===== config.mk =====
export PLATFORM = sky130hd
export DESIGN_NAME = reg_file_scoreboard
export DESIGN_NICKNAME = d
export VERILOG_FILES = /design/src/rtl/reg_file_scoreboard.sv
export SDC_FILE = /design/constraint.sdc
export NUM_CORES = 1
export LEC_CHECK = 0
export BUFFER_PORTS_ARGS = -buffer_cell sky130_fd_sc_hd__buf_2
export CORE_MARGIN = 3
export CORE_UTILIZATION = 25
export DETAILED_ROUTE_END_ITERATION = 7
export PLACE_DENSITY = 0.48
export SETUP_SLACK_MARGIN = 0.3
export SLEW_MARGIN = 40
export SYNTH_ARGS = -nofsm -noshare
export SYNTH_HDL_FRONTEND = slang
export SYNTH_SLANG_ARGS = --single-unit

===== constraint.sdc =====
create_clock -name clk -period 5.9 [get_ports clk]
set_clock_uncertainty 0.1 [all_clocks]
set_input_delay 0.295 -clock clk [delete_from_list [all_inputs] [get_ports clk]]
set_output_delay 0.295 -clock clk [all_outputs]
set_load 0.02 [all_outputs]

===== src/rtl/reg_file_scoreboard.sv =====
// Register file with issue scoreboard: stalls RAW/WAW hazards, registers operands toward the ALU,
// commits write-backs. Optional write-back forwarding into issue is enabled by defining SCB_FORWARD_EN.
module reg_file_scoreboard #(
    parameter int DATA_W = 8,
    parameter int NREG   = 16,
    parameter int ADDR_W = $clog2(NREG)
) (
    input  logic              clk,
    input  logic              rst_n,
    input  logic              iss_valid,
    output logic              iss_ready,
    input  logic [ADDR_W-1:0] iss_src_a,
    input  logic [ADDR_W-1:0] iss_src_b,
    input  logic [ADDR_W-1:0] iss_dest,
    output logic              op_valid,
    input  logic              op_ready,
    output logic [DATA_W-1:0] op_a,
    output logic [DATA_W-1:0] op_b,
    output logic [ADDR_W-1:0] op_dest,
    input  logic              wb_valid,
    input  logic [ADDR_W-1:0] wb_addr,
    input  logic [DATA_W-1:0] wb_data,
    output logic              err_spurious
);

    logic [DATA_W-1:0] regs_q [NREG];
    logic [NREG-1:0]   busy_q, busy_d;
    logic              op_valid_q, op_valid_d;
    logic [DATA_W-1:0] op_a_q, op_a_d;
    logic [DATA_W-1:0] op_b_q, op_b_d;
    logic [ADDR_W-1:0] op_dest_q, op_dest_d;
    logic              err_q, err_d;

    logic wb_we;
    logic slot_free;
    logic accept;
    logic hz_a, hz_b, hz_d;

`ifdef SCB_FORWARD_EN
    // A register being written back this cycle is treated as already free.
    function automatic logic hazard(input logic [NREG-1:0] busy, input logic [ADDR_W-1:0] r,
                                    input logic we, input logic [ADDR_W-1:0] wa);
        return busy[r] && (r != '0) && !(we && (wa == r));
    endfunction

    function automatic logic [DATA_W-1:0] read_op(input logic [DATA_W-1:0] rv,
                                                  input logic [ADDR_W-1:0] r, input logic we,
                                                  input logic [ADDR_W-1:0] wa,
                                                  input logic [DATA_W-1:0] wd);
        if (r == '0)
            return '0;
        else if (we && (wa == r))
            return wd;
        else
            return rv;
    endfunction

    assign hz_a = hazard(busy_q, iss_src_a, wb_we, wb_addr);
    assign hz_b = hazard(busy_q, iss_src_b, wb_we, wb_addr);
    assign hz_d = hazard(busy_q, iss_dest,  wb_we, wb_addr);
`else
    function automatic logic hazard(input logic [NREG-1:0] busy, input logic [ADDR_W-1:0] r);
        return busy[r] && (r != '0);
    endfunction

    // Read-before-write: same-edge write-back is not visible to the operand read.
    function automatic logic [DATA_W-1:0] read_op(input logic [DATA_W-1:0] rv,
                                                  input logic [ADDR_W-1:0] r);
        return (r == '0) ? '0 : rv;
    endfunction

    assign hz_a = hazard(busy_q, iss_src_a);
    assign hz_b = hazard(busy_q, iss_src_b);
    assign hz_d = hazard(busy_q, iss_dest);
`endif

    assign wb_we     = wb_valid && (wb_addr != '0);
    assign slot_free = !op_valid_q || op_ready;
    assign iss_ready = slot_free && !hz_a && !hz_b && !hz_d;
    assign accept    = iss_valid && iss_ready;

    always_comb begin
        busy_d     = busy_q;
        err_d      = err_q;
        op_valid_d = op_valid_q;
        op_a_d     = op_a_q;
        op_b_d     = op_b_q;
        op_dest_d  = op_dest_q;

        if (wb_we) begin
            busy_d[wb_addr] = 1'b0;
            if (!busy_q[wb_addr])
                err_d = 1'b1;
        end

        // Set after clear so a same-edge issue to the written register keeps it busy.
        if (accept) begin
            if (iss_dest != '0)
                busy_d[iss_dest] = 1'b1;
            op_valid_d = 1'b1;
`ifdef SCB_FORWARD_EN
            op_a_d = read_op(regs_q[iss_src_a], iss_src_a, wb_we, wb_addr, wb_data);
            op_b_d = read_op(regs_q[iss_src_b], iss_src_b, wb_we, wb_addr, wb_data);
`else
            op_a_d = read_op(regs_q[iss_src_a], iss_src_a);
            op_b_d = read_op(regs_q[iss_src_b], iss_src_b);
`endif
            op_dest_d = iss_dest;
        end else if (op_ready) begin
            op_valid_d = 1'b0;
        end
    end

    always_ff @(posedge clk) begin
        if (!rst_n) begin
            for (int i = 0; i < NREG; i++)
                regs_q[i] <= '0;
            busy_q     <= '0;
            err_q      <= 1'b0;
            op_valid_q <= 1'b0;
            op_a_q     <= '0;
            op_b_q     <= '0;
            op_dest_q  <= '0;
        end else begin
            if (wb_we)
                regs_q[wb_addr] <= wb_data;
            busy_q     <= busy_d;
            err_q      <= err_d;
            op_valid_q <= op_valid_d;
            op_a_q     <= op_a_d;
            op_b_q     <= op_b_d;
            op_dest_q  <= op_dest_d;
        end
    end

    assign op_valid     = op_valid_q;
    assign op_a         = op_a_q;
    assign op_b         = op_b_q;
    assign op_dest      = op_dest_q;
    assign err_spurious = err_q;

endmodule


== Word level (Yosys, flattened, before mapping) ==
Memories as Yosys holds them, arrays and structs flattened.
Index checks and enable logic that the tools add are counted.

* Memories kept: 1
* Bits in registers: 38
* Memory bits (writable): 128
* Output and inout bits: 23
* Input bits: 29

* Bitwise logic cells: 4
* Mux-type cells: 26
* Reductions and logical operators: 24
* Order comparisons: 6

{| class="wikitable"
|+ Memories
! name !! words !! bits a word !! read ports !! clocked after memory_dff !! write ports !! RTL line !! text
|-
| regs_q || 16 || 8 || 2 || 0 || 16 || 26 || <nowiki>logic [DATA_W-1:0] regs_q [NREG];</nowiki>
|}

{| class="wikitable"
|+ Operators by type and width
! operator !! number
|-
| $mux 16 || 3
|-
| $mux 8 || 3
|-
| $lt 4x5->1 const B || 4
|-
| $and 16x16->16 || 1
|-
| $bmux 1 s4 || 4
|-
| $not 16->16 || 1
|-
| $or 16x16->16 || 1
|-
| $reduce_bool 4->1 || 4
|-
| $mux 1 || 13
|-
| $logic_and 1x1->1 || 10
|-
| $demux 1 s4 || 2
|-
| $ge 4x1->1 const B || 2
|-
| $logic_not 4->1 || 2
|-
| $reduce_or 8->1 || 1
|-
| $logic_not 1->1 || 4
|-
| $mux 4 || 1
|-
| $reduce_and 2->1 || 1
|-
| $reduce_bool 2->1 || 1
|-
| $logic_or 1x1->1 || 1
|-
| $not 1->1 || 1
|}

== Logic depth before layout (Yosys ltp) ==
Gate-level depths: netlist of the first run.

* Depth in word-level cells: 10
* Gate-level depth with buffers: 8
* Gate-level depth less buffers: 5

== Worst setup path before layout of the first run ==
Ideal clock, no wire load.

* Kind: input port to output port
* Start: input port iss_src_a[2]
* End: output port iss_ready
* Arrival time: 2.211 ns
* Cell stages on the path: 8
* Path slack: 3.294 ns
* Cells stage by stage: clkbuf_1 -> mux4_2 -> mux2_2 -> a32oi_1 -> or4b_1 -> buf_2 -> buf_2 -> inv_1

* Cells in the longest elaborated chain, start to end: 7

{| class="wikitable"
|+ RTL lines
! element !! RTL line !! text
|-
| from (decl) || 12 || <nowiki>input logic [ADDR_W-1:0] iss_src_a,</nowiki>
|-
| $bmux 1 s4 || 63 || <nowiki>return busy[r] && (r != '0);</nowiki>
|-
| $mux 1 (not written as such) || 63 ||
|-
| $logic_and 1x1->1 * || 63 ||
|-
| $logic_not 1->1 * || 79 || <nowiki>assign iss_ready = slot_free && !hz_a && !hz_b && !hz_d;</nowiki>
|-
| $logic_and 1x1->1 * (3 in a row) || 79 ||
|-
| to (decl) || 11 || <nowiki>output logic iss_ready,</nowiki>
|}

Every way passes the cells marked *; elsewhere a longest branch is shown, timed or not. The select of a mux whose other input is x is not followed.

== Worst setup path after layout of the first run ==
* Start: input port iss_src_a[0]
* End: output port iss_ready

Same word-level chain as after synthesis.

==> results of run 1 <==
cell usage after synthesis (all sizes together) (4+ instances only):
master  number
mux2i       38
mux2        19
nand2       51
inv         18
mux4        77
clkbuf      30
or2          4
buf         20
nor2b        5
nor3         4
o211ai      16
edfxtp     128
o32ai        6
o22ai        9
nand2b       7
nor2        19
o21ai       15
nand3        4
and2       123
dfxtp       38
state kept, by name, indices dropped and copies added, names as in the netlist:
signal,flops
op_dest,4
busy_q,16
op_valid,1
err_spurious,1
op_a,8
op_b,8
regs_q,128
per-layer routing:
layer,GRT usage (%),share of wire (%)
met5,0,0
met4,4.096,1.9
met3,3.103,5.5
met2,22.13,48
met1,18.73,45
power by group through the flow:
stage / sequential (µW) / clock, µW / combinational [µW]
2_1_floorplan: 1400 / 0 / 240
3_3_place_gp: 1390 / 0 / 386
3_5_place_dp: 1390 / 0 / 386
4_1_cts: 1370 / 1190 / 387
5_1_grt: 1380 / 1230 / 410
6_report: 1370 / 1160 / 382
layout make-up:
class                   instances  area (µm²)
flip-flops and latches        166        4604
clock inverters                13       170.2
inverters                      18       67.56
multi-input cells             431        4058
repair buffers                 74       427.9
diodes                          2       5.005
clock buffers                  19       432.9
well taps                     455       569.3
fillers                      3438       24460
cells by family after synthesis:
| logic type | synth area share, % |
|---|---|
| mux | 26.18 |
| other cells | 0.04217 |
| buf+inv | 3.123 |
| compound gates | 4.558 |
| simple gates | 14.32 |
| flops | 51.77 |
through the flow:
step	instances	total power, µW	cell area, µm²	setup slack [ps]
2_1_floorplan	665	1636	8920	3294
3_3_place_gp	1144	1779	9722	2498
3_5_place_dp	1144	1781	9727	2517
4_1_cts	1176	2942	10330	2505
5_1_grt	1176	3021	10330	2333
6_report	1178	2913	10330	2561
critical path, stage by stage:
cell,delay (ps)
buf_2,540
buf_4,490
and3b_1,220
o21bai_1,60
a32oi_1,230
or4b_1,770
inv_1,140
buf_2,170
worst min path at each step:
stage | depth (start not counted) | slack (ps) | to | startpoint
floorplan | 1 | 320 | busy_q[0] | busy_q[0]
global placement | 2 | 340 | op_dest[3] | op_dest[3]
detailed placement | 2 | 340 | op_dest[2] | op_dest[2]
CTS | 3 | 80 | op_dest[3] | iss_dest[3]
global route | 3 | 110 | op_dest[3] | iss_dest[3]
finish | 3 | 90 | op_dest[3] | iss_dest[3]
cells in the final DEF (no fill, tap or decap), types with 5 or more instances in the layout:
cell,instances
o21ai_0,15
buf_2,51
o32ai_1,6
dfxtp_1,38
mux4_2,77
buf_4,23
nor2_1,19
o22ai_1,9
inv_1,18
mux2_2,19
edfxtp_1,128
nor2b_1,5
o211ai_1,16
and2_1,123
clkbuf_16,17
nand2_1,51
nand2b_1,7
conb_1,8
mux2i_1,38
==> results.json, run 1 <==
{
  "power_leakage_uw": 0.003581,
  "yosysTopAreaCell": "edfxtp_1",
  "ir_drop_uv": 172.0,
  "num_vias": 5618,
  "die_w_um": 194.6,
  "gr-usage-all-layers_pct": 13.78,
  "final.setup.tns_ps": 0,
  "hold_viol": 0,
  "drt_wl_total_um": 25620,
  "yosysTopAreaCellShare_pct": 43.22,
  "firstDrtPassIters": 5,
  "hold_buffers": 0,
  "drive_above_1_share_pct": 28.43,
  "path_clk_slew_ps": 70,
  "die_height_um": 194.6,
  "rsz0062_at_grt": "no",
  "overflow": 0,
  "ys_top_cells_by_area": "edfxtp_1, mux4_2, and2_1",
  "tritoncts": "built",
  "dp_hpwl_um": 17930,
  "max_freq_mhz": 299.5,
  "die_area_um2": 37870,
  "start_util_pct": 25.56,
  "yosysUniqueCellTypes": 41,
  "combPwrFrac_pct": 13.1,
  "final_nets": 737,
  "ys_seq_elements": 166,
  "postCtsResizedCells": 0,
  "antenna_found_initial": 0,
  "timing.hold.ws_ps": 93.50,
  "critical_path_class": "in -> out",
  "r2r_cells": 5,
  "ys_seq_area_share_pct": 51.77,
  "synth_edf_count": 128,
  "dr.first_iter.drc_count": 393,
  "cts_sinks": 166,
  "syn_avg_cell_area_um2": 13.52,
  "cp_data_arrival_time_ps": 2940,
  "synth-async-reset-ratio_pct": 0,
  "worstSetupStartpointType": "primary input",
  "post-route-drc-count": 0,
  "rrSetupSlack_ps": 3270,
  "grt_pass1_vias": 5899,
  "relSlewSlack_pct": 41.92,
  "internal-power_uw": 2166,
  "syn_area_um2": 8894,
  "row_count": 68,
  "finalCritPeriodShare_pct": 56.59,
  "p_sw_share_pct": 25.63,
  "syn_to_final_growth_pct": 16.21,
  "vias_per_cell": 4.769,
  "crit_fanout": 20,
  "synth_warnings": 0,
  "cts_buffers": 17,
  "grt_pass1_wl_um": 38810,
  "run_status": "complete, no violations",
  "ant_nets": 0,
  "drv_slew": 0,
  "clock_latency_ps": 440,
  "worst_pin_slew_ps": 871.3,
  "port_buffers": 51,
  "io-pin-count": 52,
  "cp-endpoint": "iss_ready",
  "worstSetupStartpoint": "iss_src_a[0]",
  "cts_buffer_depth": 2,
  "required_ps": 5510,
  "clkPwrFrac_pct": 39.9,
  "setup_viol": 0,
  "cap_viol_max_count": 0,
  "synthFlopType": "edfxtp_1",
  "p_switching_uw": 746.6,
  "gp_congestion": 0.8130,
  "synthCells": 658,
  "cts_setup_buffers": 0,
  "p_seq_share_pct": 47.0,
  "clock-root-buffer": "clkbuf_16",
  "hp-class": "in -> reg",
  "reg2reg_to": "busy_q[10]",
  "end_kind": "primary output",
  "grt_max_degree": 31,
  "routedWlPerCell_um": 21.74,
  "final_util_pct": 29.70,
  "layout_min_cycle_time_ps": 3339,
  "core_um2": 34800,
  "r2r_start": "busy_q[15]",
  "power_density_nw_per_um2": 281.8,
  "htreeDepth": 4
}
(Power assumes the default switching activity.)
==> inputs of run 2 (changes only) <==
--- a/config.mk
+++ b/config.mk
@@ -9,7 +9,7 @@
 export CORE_MARGIN = 3
 export CORE_UTILIZATION = 25
 export DETAILED_ROUTE_END_ITERATION = 7
-export PLACE_DENSITY = 0.48
+export PLACE_DENSITY = 0.49
 export SETUP_SLACK_MARGIN = 0.3
 export SLEW_MARGIN = 40
 export SYNTH_ARGS = -nofsm -noshare
==> constraint.sdc (replaced) <==
create_clock -name clk -period 2.9 [get_ports clk]
set_clock_uncertainty 0.1 [all_clocks]
set_input_delay 0.145 -clock clk [delete_from_list [all_inputs] [get_ports clk]]
set_output_delay 0.145 -clock clk [all_outputs]
set_load 0.02 [all_outputs]
==> run 2 against run 1 <==
Against the previous run:
- worst setup slack got worse by 2300 ps
- combinational power is 130% higher
- final area rose by 3.1%
- non-clock buffer count grew 30
- largest cell class unchanged
- largest power group unchanged
- total power rose by 99%
==> results.json, run 2 (same netlist as run 1, synthesis figures left out) <==
{
  "syn_to_final_growth_pct": 19.85,
  "layout_common_cells": "edfxtp_1, and2_1, mux4_2",
  "cts_sinks": 166,
  "die_height_um": 194.6,
  "path_clk_slew_ps": 60,
  "regArea_um2": 4613,
  "internal-power_uw": 4278,
  "largest-register": "regs_q",
  "final_nets": 767,
  "p_switching_uw": 1513,
  "run_status": "complete, no violations",
  "r2r_start": "busy_q[15]",
  "num_vias": 5840,
  "rrSetupSlack_ps": 380,
  "critical_path_class": "reg -> out",
  "grt_max_degree": 30,
  "core_um2": 34800,
  "n_antenna_cell": 0,
  "required_ps": 2650,
  "end_kind": "primary output",
  "cp_data_arrival_time_ps": 2370,
  "power_density_nw_per_um2": 543.4,
  "grt_pass1_vias": 5967,
  "rsz0062_at_grt": "yes",
  "dp_hpwl_um": 18210,
  "cap_viol_max_count": 0,
  "power_leakage_uw": 0.003756,
  "hold_viol": 0,
  "grt_pass1_wl_um": 39610,
  "vias_per_cell": 4.846,
  "worstHoldStart": "iss_valid",
  "clock-root-buffer": "clkbuf_16",
  "overflow": 0,
  "ir_drop_uv": 358.9,
  "p_sw_share_pct": 26.13,
  "start_util_pct": 25.56,
  "worstSetupStartpointType": "register",
  "cts_buffer_depth": 2,
  "drive_above_1_share_pct": 32.27,
  "holdPathStages": 3,
  "combPwrFrac_pct": 14.9,
  "top_regs": "regs_q x128, busy_q x16",
  "clkPwrFrac_pct": 37.1,
  "die_area_um2": 37870,
  "row_count": 68,
  "finalCritPeriodShare_pct": 90.23,
  "clock_latency_ps": 430,
  "final_common_cell": "edfxtp_1",
  "fillCellCount": 3460,
  "relSlewSlack_pct": 46.74,
  "r2r_cells": 11,
  "worst_pin_slew_ps": 796.0,
  "gr-usage-all-layers_pct": 14.10,
  "htreeDepth": 4,
  "drt_wl_total_um": 26640,
  "reg2reg_to": "op_b[2]",
  "post-route-drc-count": 0,
  "firstDrtPassIters": 5,
  "io-pin-count": 52,
  "final.setup.tns_ps": 0,
  "drv_slew": 0,
  "setup_viol": 0,
  "cts_buffers": 17,
  "tritoncts": "built",
  "largest_reg_flops": 128,
  "gp_congestion": 0.8179,
  "antenna_found_initial": 0,
  "hp-class": "in -> reg",
  "layout_min_cycle_time_ps": 2617,
  "total_power_uw": 5792,
  "routedWlPerCell_um": 22.11,
  "die_w_um": 194.6,
  "ant_nets": 0,
  "timing.hold.ws_ps": 60.89,
  "min_to": "busy_q[14]",
  "p_seq_share_pct": 48.0,
  "dr.first_iter.drc_count": 456,
  "crit_fanout": 4,
  "max_freq_mhz": 382.2,
  "port_buffers": 51,
  "multi_input_area_um2": 4109
}
## run 2: per-stage QoR
step / util (%) / cells / instance area, µm² / setup WS (ps)
detailed placement: 28.37 / 1159 / 9872 / 145.3
floorplan: - / 665 / 8920 / 594.0
finish: 30.63 / 1205 / 10660 / 283.4
CTS: 30.35 / 1200 / 10560 / 281.4
global placement: 28.37 / 1159 / 9872 / 167.8
global route: 30.63 / 1205 / 10660 / 236.8
## run 2: area by class of cell
class / count / area share, %
timing repair buffer: 104 / 7.137
clock inverter: 11 / 0.9625
inverter: 18 / 0.6339
multi-input combinational: 431 / 38.55
clock buffer: 20 / 4.097
sequential: 166 / 43.28
tap: 455 / 5.341
## run 2: critical path, stage by stage, from the launching register on
cell and delay, ps:
dfxtp_2 330, mux4_2 480, a32oi_2 270, o311ai_4 130
or4b_4 550, inv_2 70, buf_6 110
## run 2: worst max path at each step
stage	start	to	slack (ps)	depth (start not counted)
floorplan	iss_src_a[2]	iss_ready	590	8
global route	busy_q[12]	iss_ready	240	6
finish	busy_q[14]	iss_ready	280	6
detailed placement	iss_dest[1]	busy_q[15]	150	6
CTS	busy_q[15]	iss_ready	280	6
global placement	iss_dest[1]	iss_ready	170	7
## run 2: power groups by stage
stage | combinational, µW | sequential [µW] | clock (µW)
6_report | 863 | 2780 | 2150
5_1_grt | 923 | 2800 | 2290
4_1_cts | 842 | 2780 | 2200
3_5_place_dp | 814 | 2830 | 0
3_3_place_gp | 816 | 2820 | 0
2_1_floorplan | 488 | 2840 | 0
## run 2: timing repair
item                                    in CTS  in global routing
cloned                                       0                  3
buffers inserted                             6                  2
resized for setup                           16                  6
hold endpoints to repair                     4                  0
endpoints found under the setup margin       7                 22
pin swaps                                    5                  5
hold buffers                                 4                  0
## run 2: routing by layer
metal	part of all wire (%)	global-route usage, %
met1	46	19.50
met2	48	23.00
met3	4.3	2.531
met4	1.8	3.617
met5	0	0
==> inputs of run 3 (changes only) <==
--- a/config.mk
+++ b/config.mk
@@ -5,11 +5,12 @@
 export SDC_FILE = /design/constraint.sdc
 export NUM_CORES = 1
 export LEC_CHECK = 0
+export ABC_AREA = 1
 export BUFFER_PORTS_ARGS = -buffer_cell sky130_fd_sc_hd__buf_2
 export CORE_MARGIN = 3
 export CORE_UTILIZATION = 25
 export DETAILED_ROUTE_END_ITERATION = 7
-export PLACE_DENSITY = 0.49
+export PLACE_DENSITY = 0.47
 export SETUP_SLACK_MARGIN = 0.3
 export SLEW_MARGIN = 40
 export SYNTH_ARGS = -nofsm -noshare
==> constraint.sdc (replaced) <==
create_clock -name clk -period 2.8 [get_ports clk]
set_clock_uncertainty 0.1 [all_clocks]
set_input_delay 0.14 -clock clk [delete_from_list [all_inputs] [get_ports clk]]
set_output_delay 0.14 -clock clk [all_outputs]
set_load 0.02 [all_outputs]
==> run 3 against run 2 <==
Against the previous run:
- global-route usage rose by 2.5 points
- flip-flop and latch count stayed put
- final area increased by 0.80%
- first-iteration DRC count grew 89%
- combinational power is 13% higher
- synthesized cell count is 82% higher
- register-to-register slack gained 100 ps
- utilization down 1.4 points
- total power grew 9.2%
- die area up 5.3%
- critical endpoint is now regs_q[10][6]
==> results.json, run 3 <==
{
  "combPwrFrac_pct": 15.4,
  "path_cells": "dlygate4sd3_1 -> buf_2 -> inv_1 -> a211oi_4 -> nand3_2 -> nand2_1",
  "n_antenna_cell": 0,
  "finalCritPeriodShare_pct": 86.32,
  "dr.first_iter.drc_count": 864,
  "wl_met1_um": 15100,
  "crit_family": "simple AND/OR/NAND/NOR gates",
  "port_buffers": 51,
  "wl_met3_um": 1868,
  "fillCellCount": 4022,
  "synth_warnings": 0,
  "ant_nets": 0,
  "synth-async-reset-ratio_pct": 0,
  "layout_common_cells": "nand2_1, nor2_1, edfxtp_1",
  "vias_per_cell": 4.973,
  "dpl_cell_area_um2": 10080,
  "worstSetupStartpoint": "wb_valid",
  "p_switching_uw": 1842,
  "core_um2": 36790,
  "final_nets": 1259,
  "drt_wl_total_um": 32970,
  "antenna_found_initial": 0,
  "rsz0062_at_grt": "yes",
  "syn_avg_cell_area_um2": 7.833,
  "clock_latency_ps": 440,
  "r2r_start": "busy_q[11]",
  "firstDrtPassIters": 6,
  "yosysUniqueCellTypes": 37,
  "cp_data_arrival_time_ps": 2400,
  "p_sw_share_pct": 29.12,
  "syn_area_um2": 9376,
  "end_kind": "register",
  "power_leakage_uw": 0.004415,
  "top_regs": "regs_q x128, busy_q x16",
  "die_height_um": 199.7,
  "overflow": 0,
  "topRoutingLayerUsed": "met4",
  "die_area_um2": 39870,
  "largest-register": "regs_q",
  "gr-usage-all-layers_pct": 16.61,
  "tritoncts": "built",
  "worstSetupStartpointType": "primary input",
  "required_ps": 2790,
  "synth_most_common_cell": "nand2_1",
  "ir_drop_uv": 416.0,
  "wl_met2_um": 14690,
  "fin_area_um2": 10740,
  "dp_hpwl_um": 23310,
  "grt_pass1_vias": 7980,
  "gp_congestion": 0.8508,
  "cp_slowest_stage_delay_ps": 680,
  "yosysTopAreaCell": "edfxtp_1",
  "grt_pass1_wl_um": 49540,
  "relSlewSlack_pct": 41.98,
  "crit_fanout": 11,
  "cts_buffers": 17,
  "ys_top_cells_by_area": "edfxtp_1, nand2_1, dfxtp_1",
  "drive_above_1_share_pct": 11.67,
  "worstHoldStart": "iss_valid",
  "max_freq_mhz": 413.8,
  "path_clk_slew_ps": 70,
  "row_count": 70,
  "hp-class": "in -> reg",
  "cts_sinks": 166,
  "num_vias": 8508,
  "final_common_cell": "nand2_1",
  "ys_seq_area_share_pct": 49.11,
  "post-route-drc-count": 0,
  "p_seq_share_pct": 45.4,
  "worst_pin_slew_ps": 867.5,
  "largest_reg_flops": 128,
  "final.setup.tns_ps": 0,
  "routedWlPerCell_um": 19.27,
  "dp_slack_ps": 275.6,
  "synth_common_cells": "nand2_1, nor2_1, edfxtp_1",
  "die_w_um": 199.7,
  "setup_viol": 0,
  "power_density_nw_per_um2": 588.7,
  "layout_min_cycle_time_ps": 2417,
  "slowest_stage": "a211oi_4",
  "grt_max_degree": 89,
  "hold_viol": 0,
  "ys_seq_elements": 166,
  "worst-path-buf-inv": 3,
  "cts_buffer_depth": 2,
  "htreeDepth": 4,
  "start_util_pct": 25.49,
  "yosysTopAreaCellShare_pct": 40.99,
  "synthFlopType": "edfxtp_1",
  "synthCells": 1197,
  "synth_edf_count": 128,
  "drv_slew": 0,
  "syn_to_final_growth_pct": 14.59,
  "critical_path_class": "in -> reg",
  "internal-power_uw": 4484,
  "io-pin-count": 52,
  "run_status": "complete, no violations",
  "clock-root-buffer": "clkbuf_16",
  "setup_slack_ps": 383.1,
  "clkPwrFrac_pct": 39.2,
  "cap_viol_max_count": 0
}
==> run 3: changes by cell type after synthesis, moves of 13 or more <==
cell / before / now
nand2_1: 51 / 235
nor2_1: 19 / 194
and2_1: 123 / 0
inv_1: 18 / 123
o21ai_0: 15 / 120
nand3_1: 4 / 91
mux4_2: 77 / 0
a21oi_1: 1 / 66
mux2i_1: 38 / 0
mux2_2: 19 / 0
o211ai_1: 16 / 35
buf_2: 12 / 26
nand4_1: 1 / 14
==> run 3: path summary, 6_finish.rpt <==
kind / end / slack [ps] / cells after the start
setup / recovery: regs_q[10][6] / 380 / 6
hold / removal: op_a[2] / 80 / 4
setup reg to reg: busy_q[9] / 480 / 9
hold reg to reg: busy_q[0] / 360 / 2
==> run 3: power by group through the flow <==
| stage | clock network [µW] | logic, µW | registers, µW |
|---|---|---|---|
| floorplan | 0 | 602 | 2950 |
| global placement | 0 | 966 | 2930 |
| detailed placement | 0 | 968 | 2920 |
| CTS | 2510 | 978 | 2870 |
| global route | 2610 | 1080 | 2890 |
| finish | 2480 | 975 | 2870 |
==> run 3: what timing repair did <==
item	4_1_cts	5_1_grt
endpoints found under the setup margin	0	25
buffers inserted	0	0
hold endpoints to repair	6	0
gates resized for setup	0	0
hold buffers	6	0
==> run 3: worst register-to-register path, stage by stage, from the launching register on <==
cell and delay [ps]:
dfxtp_1 340, inv_1 190, nand2_1 80, o211ai_1 80, nand3_1 100, nand3_1 170
nand2_1 80, nand2_1 110, nand4_4 560, o22ai_1 390
==> run 3: layer usage <==
metal / track usage, % / up-vias
li1: - / 4055
met2: 25.51 / 306
met1: 23.28 / 4090
met4: 7.392 / 0
met5: 0 / -
met3: 2.377 / 57
==> run 3: logic make-up (layout without fill, tap and decap cells) <==
logic type / after synthesis / count (layout) / share of synthesized area (%)
AND/OR/NAND/NOR: 561 / 561 / 25.73
AO/OA/AOI/OAI: 257 / 257 / 15.15
buffers and inverters: 212 / 251 / 9.981
flip-flops: 166 / 166 / 49.11
other: 1 / 8 / 0.03999
==> run 3: metrics by stage <==
step | util (%) | cells | total power [µW] | hold slack (ps)
6_report | 29.21 | 1711 | 6325 | 75.39
5_1_grt | 29.21 | 1711 | 6581 | 108.5
4_1_cts | 29.21 | 1711 | 6357 | 61.75
3_5_place_dp | 27.40 | 1673 | 3892 | 348.9
3_3_place_gp | 27.38 | 1673 | 3892 | 338.9
2_1_floorplan | - | 1204 | 3551 | 174.9
==> run 3: cell type report <==
cell class / instances / area [µm²] / area share, %
Clock buffer: 17 / 425.4 / 3.959
Clock inverter: 15 / 177.7 / 1.654
Inverter: 136 / 510.5 / 4.751
Multi-Input combinational cell: 826 / 3875 / 36.07
Sequential cell: 166 / 4604 / 42.86
Tap cell: 468 / 585.6 / 5.450
Timing Repair Buffer: 83 / 565.5 / 5.264
